==> config.mk <==
export PLATFORM = sky130hd
export DESIGN_NAME = multicycle_control
export DESIGN_NICKNAME = d
export VERILOG_FILES = /design/src/rtl/multicycle_control_pkg.sv /design/src/rtl/alu_decoder.sv /design/src/rtl/multicycle_control.sv
export SDC_FILE = /design/constraint.sdc
export NUM_CORES = 1
export LEC_CHECK = 0
export CAP_MARGIN = 20
export CORE_UTILIZATION = 42
export CTS_CLUSTER_DIAMETER = 100
export DETAILED_ROUTE_END_ITERATION = 8
export GPL_TIMING_DRIVEN = 0
export PLACE_DENSITY_LB_ADDON = 0.3
export SLEW_MARGIN = 20
export SYNTH_ARGS = -nofsm -noshare
export SYNTH_HDL_FRONTEND = slang
export SYNTH_HIERARCHICAL = 1
export SYNTH_SLANG_ARGS = --single-unit
==> constraint.sdc <==
create_clock -name clk -period 1.59 [get_ports clk]
set_input_delay 0.2385 -clock clk [delete_from_list [all_inputs] [get_ports clk]]
set_output_delay 0.2385 -clock clk [all_outputs]
set_load 0.01 [all_outputs]
==> src/rtl/multicycle_control_pkg.sv <==
// Shared encodings for the multicycle MIPS-style controller: states, opcodes,
// funct codes, ALU operations and datapath mux selects.
package multicycle_control_pkg;

    localparam int unsigned OPCODE_W   = 6;
    localparam int unsigned FUNCT_W    = 6;
    localparam int unsigned ALU_CTRL_W = 3;
    localparam int unsigned SEL_W      = 2;

    typedef enum logic [3:0] {
        FETCH,
        DECODE,
        MEMADR,
        MEMRD,
        MEMWB,
        MEMWR,
        RTYPE_EX,
        RTYPE_WB,
        BEQ_EX,
        ADDI_EX,
        ADDI_WB,
        JUMP,
        HALT
    } state_t;

    localparam logic [OPCODE_W-1:0] OP_RTYPE = 6'h00;
    localparam logic [OPCODE_W-1:0] OP_J     = 6'h02;
    localparam logic [OPCODE_W-1:0] OP_BEQ   = 6'h04;
    localparam logic [OPCODE_W-1:0] OP_ADDI  = 6'h08;
    localparam logic [OPCODE_W-1:0] OP_LW    = 6'h23;
    localparam logic [OPCODE_W-1:0] OP_SW    = 6'h2B;

    localparam logic [FUNCT_W-1:0] FN_ADD = 6'h20;
    localparam logic [FUNCT_W-1:0] FN_SUB = 6'h22;
    localparam logic [FUNCT_W-1:0] FN_AND = 6'h24;
    localparam logic [FUNCT_W-1:0] FN_OR  = 6'h25;
    localparam logic [FUNCT_W-1:0] FN_SLT = 6'h2A;

    // Must match the ALU's operation encoding
    localparam logic [ALU_CTRL_W-1:0] ALU_AND = 3'b000;
    localparam logic [ALU_CTRL_W-1:0] ALU_OR  = 3'b001;
    localparam logic [ALU_CTRL_W-1:0] ALU_ADD = 3'b010;
    localparam logic [ALU_CTRL_W-1:0] ALU_SUB = 3'b011;
    localparam logic [ALU_CTRL_W-1:0] ALU_SLT = 3'b100;

    localparam logic [SEL_W-1:0] PC_SRC_ALU    = 2'b00;
    localparam logic [SEL_W-1:0] PC_SRC_ALUOUT = 2'b01;
    localparam logic [SEL_W-1:0] PC_SRC_JUMP   = 2'b10;

    localparam logic [SEL_W-1:0] SRCB_REG  = 2'b00;
    localparam logic [SEL_W-1:0] SRCB_FOUR = 2'b01;
    localparam logic [SEL_W-1:0] SRCB_IMM  = 2'b10;

endpackage

==> src/rtl/alu_decoder.sv <==
// R-type funct to ALU operation decode; valid=0 flags an unsupported funct.
module alu_decoder
    import multicycle_control_pkg::*;
(
    input  logic [5:0] funct,
    output logic [2:0] alu_control,
    output logic       valid
);

    always_comb begin
        alu_control = ALU_ADD;
        valid       = 1'b1;
        case (funct)
            FN_ADD:  alu_control = ALU_ADD;
            FN_SUB:  alu_control = ALU_SUB;
            FN_AND:  alu_control = ALU_AND;
            FN_OR:   alu_control = ALU_OR;
            FN_SLT:  alu_control = ALU_SLT;
            default: valid       = 1'b0;
        endcase
    end

endmodule

==> src/rtl/multicycle_control.sv <==
// Multicycle controller FSM with memory-wait timeout and sticky fault/HALT.
module multicycle_control
    import multicycle_control_pkg::*;
#(
    parameter int unsigned MEM_TIMEOUT = 255
) (
    input  logic       clk,
    input  logic       rst_n,
    input  logic [5:0] opcode,
    input  logic [5:0] funct,
    input  logic       zero,
    input  logic       mem_ready,
    output logic       mem_req,
    output logic       mem_write,
    output logic       iord,
    output logic       ir_write,
    output logic       pc_write,
    output logic [1:0] pc_src,
    output logic       alu_src_a,
    output logic [1:0] alu_src_b,
    output logic [2:0] alu_control,
    output logic       reg_write,
    output logic       reg_dst,
    output logic       mem_to_reg,
    output logic       retire,
    output logic       fault
);

    localparam int unsigned CNT_W = 8;

    state_t             state;
    state_t             next_state;
    logic [CNT_W-1:0]   wait_cnt;
    logic               fault_q;
    logic [2:0]         rtype_alu_ctrl;
    logic               funct_valid;
    logic               waiting_c;
    logic               timeout_c;

    alu_decoder u_alu_decoder (
        .funct       (funct),
        .alu_control (rtype_alu_ctrl),
        .valid       (funct_valid)
    );

    // A wait cycle is any memory-state cycle without mem_ready
    always_comb begin
        waiting_c = ((state == FETCH) || (state == MEMRD) || (state == MEMWR)) && !mem_ready;
        timeout_c = waiting_c && (wait_cnt == CNT_W'(MEM_TIMEOUT - 1));
    end

    always_ff @(posedge clk) begin
        if (!rst_n) begin
            state    <= FETCH;
            wait_cnt <= '0;
            fault_q  <= 1'b0;
        end else begin
            state    <= next_state;
            wait_cnt <= waiting_c ? wait_cnt + CNT_W'(1) : '0;
            if (next_state == HALT) begin
                fault_q <= 1'b1;
            end
        end
    end

    always_comb begin
        next_state  = state;
        mem_req     = 1'b0;
        mem_write   = 1'b0;
        iord        = 1'b0;
        ir_write    = 1'b0;
        pc_write    = 1'b0;
        pc_src      = PC_SRC_ALU;
        alu_src_a   = 1'b0;
        alu_src_b   = SRCB_REG;
        alu_control = ALU_ADD;
        reg_write   = 1'b0;
        reg_dst     = 1'b0;
        mem_to_reg  = 1'b0;
        retire      = 1'b0;
        fault       = fault_q;

        case (state)
            FETCH: begin
                mem_req   = 1'b1;
                alu_src_b = SRCB_FOUR;
                if (mem_ready) begin
                    ir_write   = 1'b1;
                    pc_write   = 1'b1;
                    next_state = DECODE;
                end else if (timeout_c) begin
                    next_state = HALT;
                end
            end
            DECODE: begin
                alu_src_b = SRCB_IMM;
                case (opcode)
                    OP_LW, OP_SW: next_state = MEMADR;
                    OP_RTYPE:     next_state = RTYPE_EX;
                    OP_BEQ:       next_state = BEQ_EX;
                    OP_ADDI:      next_state = ADDI_EX;
                    OP_J:         next_state = JUMP;
                    default:      next_state = HALT;
                endcase
            end
            MEMADR: begin
                alu_src_a  = 1'b1;
                alu_src_b  = SRCB_IMM;
                next_state = (opcode == OP_LW) ? MEMRD : MEMWR;
            end
            MEMRD: begin
                mem_req = 1'b1;
                iord    = 1'b1;
                if (mem_ready) begin
                    next_state = MEMWB;
                end else if (timeout_c) begin
                    next_state = HALT;
                end
            end
            MEMWB: begin
                reg_write  = 1'b1;
                mem_to_reg = 1'b1;
                retire     = 1'b1;
                next_state = FETCH;
            end
            MEMWR: begin
                mem_req   = 1'b1;
                mem_write = 1'b1;
                iord      = 1'b1;
                if (mem_ready) begin
                    retire     = 1'b1;
                    next_state = FETCH;
                end else if (timeout_c) begin
                    next_state = HALT;
                end
            end
            RTYPE_EX: begin
                alu_src_a   = 1'b1;
                alu_control = rtype_alu_ctrl;
                next_state  = funct_valid ? RTYPE_WB : HALT;
            end
            RTYPE_WB: begin
                reg_write  = 1'b1;
                reg_dst    = 1'b1;
                retire     = 1'b1;
                next_state = FETCH;
            end
            BEQ_EX: begin
                alu_src_a   = 1'b1;
                alu_control = ALU_SUB;
                pc_src      = PC_SRC_ALUOUT;
                pc_write    = zero;
                retire      = 1'b1;
                next_state  = FETCH;
            end
            ADDI_EX: begin
                alu_src_a  = 1'b1;
                alu_src_b  = SRCB_IMM;
                next_state = ADDI_WB;
            end
            ADDI_WB: begin
                reg_write  = 1'b1;
                retire     = 1'b1;
                next_state = FETCH;
            end
            JUMP: begin
                pc_write   = 1'b1;
                pc_src     = PC_SRC_JUMP;
                retire     = 1'b1;
                next_state = FETCH;
            end
            HALT: begin
                next_state = HALT;
            end
            default: begin
                next_state = HALT;
            end
        endcase

        // Everything is quiet while reset is being applied
        if (!rst_n) begin
            mem_req   = 1'b0;
            mem_write = 1'b0;
            ir_write  = 1'b0;
            pc_write  = 1'b0;
            reg_write = 1'b0;
            retire    = 1'b0;
            fault     = 1'b0;
        end
    end

endmodule
==> flow_summary.ini, run 1 <==
[clocking]
cts-root-buf = clkbuf_4
cts_max_path_buffers = 2
h-tree-depth = 1
cts_made_buffers = 3
hold_buffers = 0
path_clk_slew_ns = 0.08
clkLatencyLatePin_ns = 0.27
clock-sinks = 13
cts_tree = done

[synth]
yosysTopAreaCell = dfxtp_1
synth_fp_nets = 161
syn_area_um2 = 1090
ys_async_sr_fraction_pct = 0
synth_area_per_cell_um2 = 7.65
ys_seq_area_share_pct = 23.8
synth_warnings = 6
ys_types = 46
synth_area_leaders = dfxtp_1 (24%), nor2_1 (7.2%), xor2_1 (4.0%)
synth_edf_count = 0
synth_cells = 143
synth_top_flop_cell = dfxtp_1
synth_top_area_share_pct = 23.8
ys_ff_latch = 13

[sta]
fin_skew_ns = 0.00973
fin_crit_sh_pct = 109
fin_hold_ws_ns = 0.407
finalSetupViolations = 18
final_critical_path_setup_slack_ns = -0.147
slew_headroom_pct = 78.7
finalMaxSlewViolations = 0
tightest_slew_ns = 0.316
final.min_clock_period_ns = 1.74
hold_viol = 0
maxClockFrequency_ghz = 0.576
rsz0062_at_grt = yes

[worst_setup_path]
crit_top_cell = buf_6
reg2regPathDepth = 9
cp_num_buf_inv = 4
worstReg2RegStart = state[3]$_SDFF_PN0_
cp_top_family = buffers and inverters
start_kind = flip-flop
r2r_end = state[1]$_SDFF_PN0_
critPathKind = reg2reg
worstPathRequired_ns = 1.80
slowest_delay_ns = 0.38
slowest_stage = dfxtp_4
cp.arrival_ns = 1.95
crit_fanout = 5
path_cells = buf_12, nor4_4, buf_4, o21ba_4, buf_6, buf_6, nor3b_4, nand2_1, a21oi_2
setup.worst_path.end_class = flip-flop
rrSetupSlack_ns = -0.15

[pwr]
ir_worst_vdd_v = 0.000684
p_per_area_nw_per_um2 = 913
p_leak_nw = 0.649

[final_layout]
diodes = 0
fin_area_um2 = 1680
syn_to_final_growth_pct = 53.7
drive_above_1_share_pct = 42.3
fin_nets = 208
final_util_pct = 67.8
final_cell_mix = nor2_1 (14), buf_2 (14), dfxtp_1 (10), buf_4 (10)

[placed_design]
placed_area_um2 = 1450
dpl_worst_slack_ns = -0.872
portBuffers = 32
dp_hpwl_um = 2130
finalWeightedCongestion = 0.887

[grt]
grt_first_pass_wirelength_um = 4820
gr-total-overflow = 0
first_global_vias = 1118
grt_max_degree = 11
antenna_found_initial = 0
grt_usage_pct = 23.6

[routing]
wl_met2_um = 1780
antenna_left = 0
wl_met1_um = 1320
dr.pass1.iters = 4
vias_per_cell = 5.77
drt_wl_total_um = 3320
drc = 0
vias = 1264
met3_length_um = 164
top_layer = met4
drtIter0Drc = 28
wl_per_cell_um = 15.2

[die]
initial_core_util_pct = 44.1
io_pins = 34
die_w_um = 53.0
std_cell_rows = 18
core-area_um2 = 2480
die_area_um2 = 2810
fp.dieH_um = 53.0

[worst_hold_path]
min_path_cells = 2
min_from = rst_n
hold_path_class = in2reg
hold_path_end = state[3]$_SDFF_PN0_

[run]
maxCapViolations = 0

[status]
violations = negative setup slack
outcome = complete, but fails checks
## synthesized netlist by cell type (2+ instances only)
master / n
nand4_1: 2
o32ai_1: 2
xor2_1: 5
buf_2: 4
nor2_1: 21
ha_1: 2
a31oi_1: 2
or3_1: 4
or4_1: 2
nor4_1: 2
nand3_1: 4
a22oi_1: 3
nor3_1: 7
nand2b_1: 6
nor2b_1: 5
inv_1: 5
nand2_1: 6
o21ai_0: 2
nor3b_1: 5
or2_2: 2
clkbuf_1: 4
a21oi_1: 8
dfxtp_1: 13
mux2_2: 2
and3_1: 2
xnor2_1: 3
## final cells by class
| class | count | area, um2 |
|---|---|---|
| Multi-Input combinational cell | 116 | 912 |
| Fill cell | 211 | 797 |
| Timing Repair Buffer | 45 | 348 |
| Sequential cell | 13 | 272 |
| Buffer | 6 | 63.8 |
| Tap cell | 30 | 37.5 |
| Clock buffer | 4 | 26.3 |
| Inverter | 5 | 21.3 |
## stage by stage
stage / cells / setup TNS [ns] / total power, mW
after floorplan: 143 / 0 / 0.787
after global routing: 219 / -2.65 / 1.61
after global placement: 205 / -9.54 / 1.03
after detailed placement: 205 / -9.90 / 1.04
final: 219 / -1.58 / 1.53
after CTS: 215 / -2.21 / 1.44
## per-layer routing
layer / track usage [%] / up-vias
met2: 41.8 / 45
met5: 0 / -
met4: 12.7 / 0
met1: 28.1 / 597
met3: 1.15 / 8
li1: - / 614
## repair_timing
item / CTS / global route
endpoints found under the setup margin: 30 / 25
pin swaps: 20 / 4
resized for setup: 117 / 29
buffers inserted: 7 / 6
hold endpoints to repair: 0 / 0
## registers in the layout (all words and copies together) (netlist names)
name / flops
fault_q: 1
state: 4
wait_cnt: 8
## worst max-delay path by stage
stage,from,to,cells after the start
finish,state[3]$_SDFF_PN0_,state[1]$_SDFF_PN0_,9
global route,state[3]$_SDFF_PN0_,state[1]$_SDFF_PN0_,9
CTS,state[3]$_SDFF_PN0_,reg_write,5
detailed placement,funct[1],alu_control[0],7
global placement,funct[1],alu_control[0],7
floorplan,state[1]$_SDFF_PN0_,wait_cnt[2]$_SDFF_PN0_,6
## power breakdown
part	leakage [nW]	internal [mW]	switching, mW
clock network	0.0150	0.0972	0.103
registers	0.108	0.362	0.0603
logic	0.527	0.492	0.421
total	0.649	0.951	0.584
## kinds of logic after synthesis
group | Yosys count | share of synthesized area [%]
buf+inv | 14 | 5.95
compound gates | 29 | 20.3
fa+ha+maj | 2 | 2.29
simple gates | 75 | 39.2
xor+xnor | 8 | 6.41
mux | 2 | 2.06
flops | 13 | 23.8
(Power assumes the default switching activity.)
==> run 2, diff against run 1 <==
--- a/config.mk
+++ b/config.mk
@@ -10,7 +10,9 @@
 export CTS_CLUSTER_DIAMETER = 100
 export DETAILED_ROUTE_END_ITERATION = 8
 export GPL_TIMING_DRIVEN = 0
+export MAX_ROUTING_LAYER = met4
 export PLACE_DENSITY_LB_ADDON = 0.3
+export RECOVER_POWER = 100
 export SLEW_MARGIN = 20
 export SYNTH_ARGS = -nofsm -noshare
 export SYNTH_HDL_FRONTEND = slang
==> run 2 against run 1 <==
The run still ends with negative setup slack left. Combinational power hardly changed. First-iteration DRC count is 18% lower. Die area did not move. Register-to-register slack is essentially flat. Flip-flop and latch count stayed put. Sequential power about the same. Global-route usage up 0.61 points. Via count decreased by 0.71%. Routed wire length is 1.4% higher.
==> flow_summary.ini, run 2 (synthesis gave the netlist of run 1 again) <==
[worst_setup_path]
crit_fanout = 5
slowest_stage = dfxtp_4
cp_num_buf_inv = 3
critPathKind = reg2out
start_kind = flip-flop
worstReg2RegStart = state[3]$_SDFF_PN0_
setup.worst_path.end_class = output port
reg2regPathDepth = 9
r2r_end = state[1]$_SDFF_PN0_
rrSetupSlack_ns = -0.14
path_cells = buf_12, nor4_4, buf_4, o21ba_4, nor2_2, buf_2
slowest_delay_ns = 0.38
cp_top_family = buffers and inverters
cp.arrival_ns = 1.50
worstPathRequired_ns = 1.35

[sta]
slew_headroom_pct = 78.6
maxClockFrequency_ghz = 0.576
hold_viol = 0
fin_skew_ns = 0.00979
finalSetupViolations = 18
finalMaxSlewViolations = 0
final.min_clock_period_ns = 1.74
rsz0062_at_grt = yes
tightest_slew_ns = 0.316
tns_ns = -1.63
final_critical_path_setup_slack_ns = -0.146
fin_crit_sh_pct = 109
fin_hold_ws_ns = 0.404

[final_layout]
diodes = 0
fin_area_um2 = 1670
largestRegisters = wait_cnt x8, state x4, fault_q x1
final_common_cell = nor2_1
final_util_pct = 67.5
drive_above_1_share_pct = 40.2
largest_register_ffs = 8
final_cell_mix = nor2_1 (14), buf_2 (12), buf_4 (11), dfxtp_1 (10)
fill_cells = 212
syn_to_final_growth_pct = 52.9
top_register = wait_cnt
fin_nets = 208
final_cells = 219

[routing]
antenna_left = 0
vias_per_cell = 5.73
vias = 1255
drtIter0Drc = 23
drc = 0
dr.pass1.iters = 4
drt_wl_total_um = 3370
wl_per_cell_um = 15.4

[pwr]
ir_worst_vdd_v = 0.000681
finalPower_mw = 1.53
p_leak_nw = 0.633
p_per_area_nw_per_um2 = 916

[worst_hold_path]
min_path_cells = 2
hold_path_end = state[3]$_SDFF_PN0_
hold_path_class = in2reg
min_from = rst_n

[placed_design]
dpl_worst_slack_ns = -0.872
dp_hpwl_um = 2130
dpl.cell_count = 205
placed_area_um2 = 1450
portBuffers = 32
finalWeightedCongestion = 0.901

[die]
die_area_um2 = 2810
core-area_um2 = 2480
std_cell_rows = 18
fp.dieH_um = 53.0
io_pins = 34
die_w_um = 53.0
initial_core_util_pct = 44.1

[clocking]
h-tree-depth = 1
clkLatencyLatePin_ns = 0.27
cts_made_buffers = 3
hold_buffers = 0
cts-root-buf = clkbuf_4
cts_max_path_buffers = 2
path_clk_slew_ns = 0.07
cts_tree = done
clock-sinks = 13

[grt]
grt_first_pass_wirelength_um = 4820
first_global_vias = 1118
antenna_found_initial = 0
grt_max_degree = 11
gr-total-overflow = 0
grt_usage_pct = 24.2

[status]
outcome = complete, but fails checks
violations = negative setup slack

[run]
maxCapViolations = 0
-- run 2: worst reg2reg max path: stages (launching register included) --
cell and delay, ns:
dfxtp_4 0.38, buf_12 0.13, nor4_4 0.21, buf_4 0.15
o21ba_4 0.15, buf_6 0.13, buf_6 0.11, nor3b_4 0.20
nand2_1 0.09, a21oi_2 0.13
-- run 2: area by class of cell --
cell class | count | area [um2] | area share (%)
plain buffers | 6 | 60.1 | 3.59
clock buffers | 4 | 26.3 | 1.57
inverters | 5 | 21.3 | 1.27
multi-input cells | 116 | 912 | 54.6
flip-flops and latches | 13 | 272 | 16.2
well taps | 30 | 37.5 | 2.25
repair buffers | 45 | 343 | 20.5
-- run 2: metal layers --
metal	up-vias	track usage [%]	routed length, um
met5	-	-	0
met4	0	12.7	74
met3	11	1.15	126
met2	39	41.8	1800
met1	594	28.1	1370
li1	611	-	-
-- run 2: worst max-delay path by stage --
stage | start | to | slack [ns] | cells after the start
6_report | state[3]$_SDFF_PN0_ | mem_req | -0.15 | 6
5_1_grt | state[3]$_SDFF_PN0_ | state[1]$_SDFF_PN0_ | -0.19 | 9
4_1_cts | state[3]$_SDFF_PN0_ | reg_write | -0.24 | 5
3_5_place_dp | funct[1] | alu_control[0] | -0.87 | 7
3_3_place_gp | funct[1] | alu_control[0] | -0.85 | 7
2_1_floorplan | state[1]$_SDFF_PN0_ | wait_cnt[2]$_SDFF_PN0_ | 0.03 | 6
-- run 2: timing repair --
action                     CTS  global route
setup endpoints to repair   30            25
gates resized for setup    117            29
cloned                       0             0
pin swaps                   20             4
buffers inserted             7             6
-- run 2: power by group --
part | switching (mW) | leakage [nW] | internal (mW) | total, mW
clock | 0.103 | 0.0150 | 0.0972 | 0.200
sequential | 0.0603 | 0.108 | 0.362 | 0.422
combinational | 0.422 | 0.511 | 0.488 | 0.910
total | 0.585 | 0.633 | 0.947 | 1.53
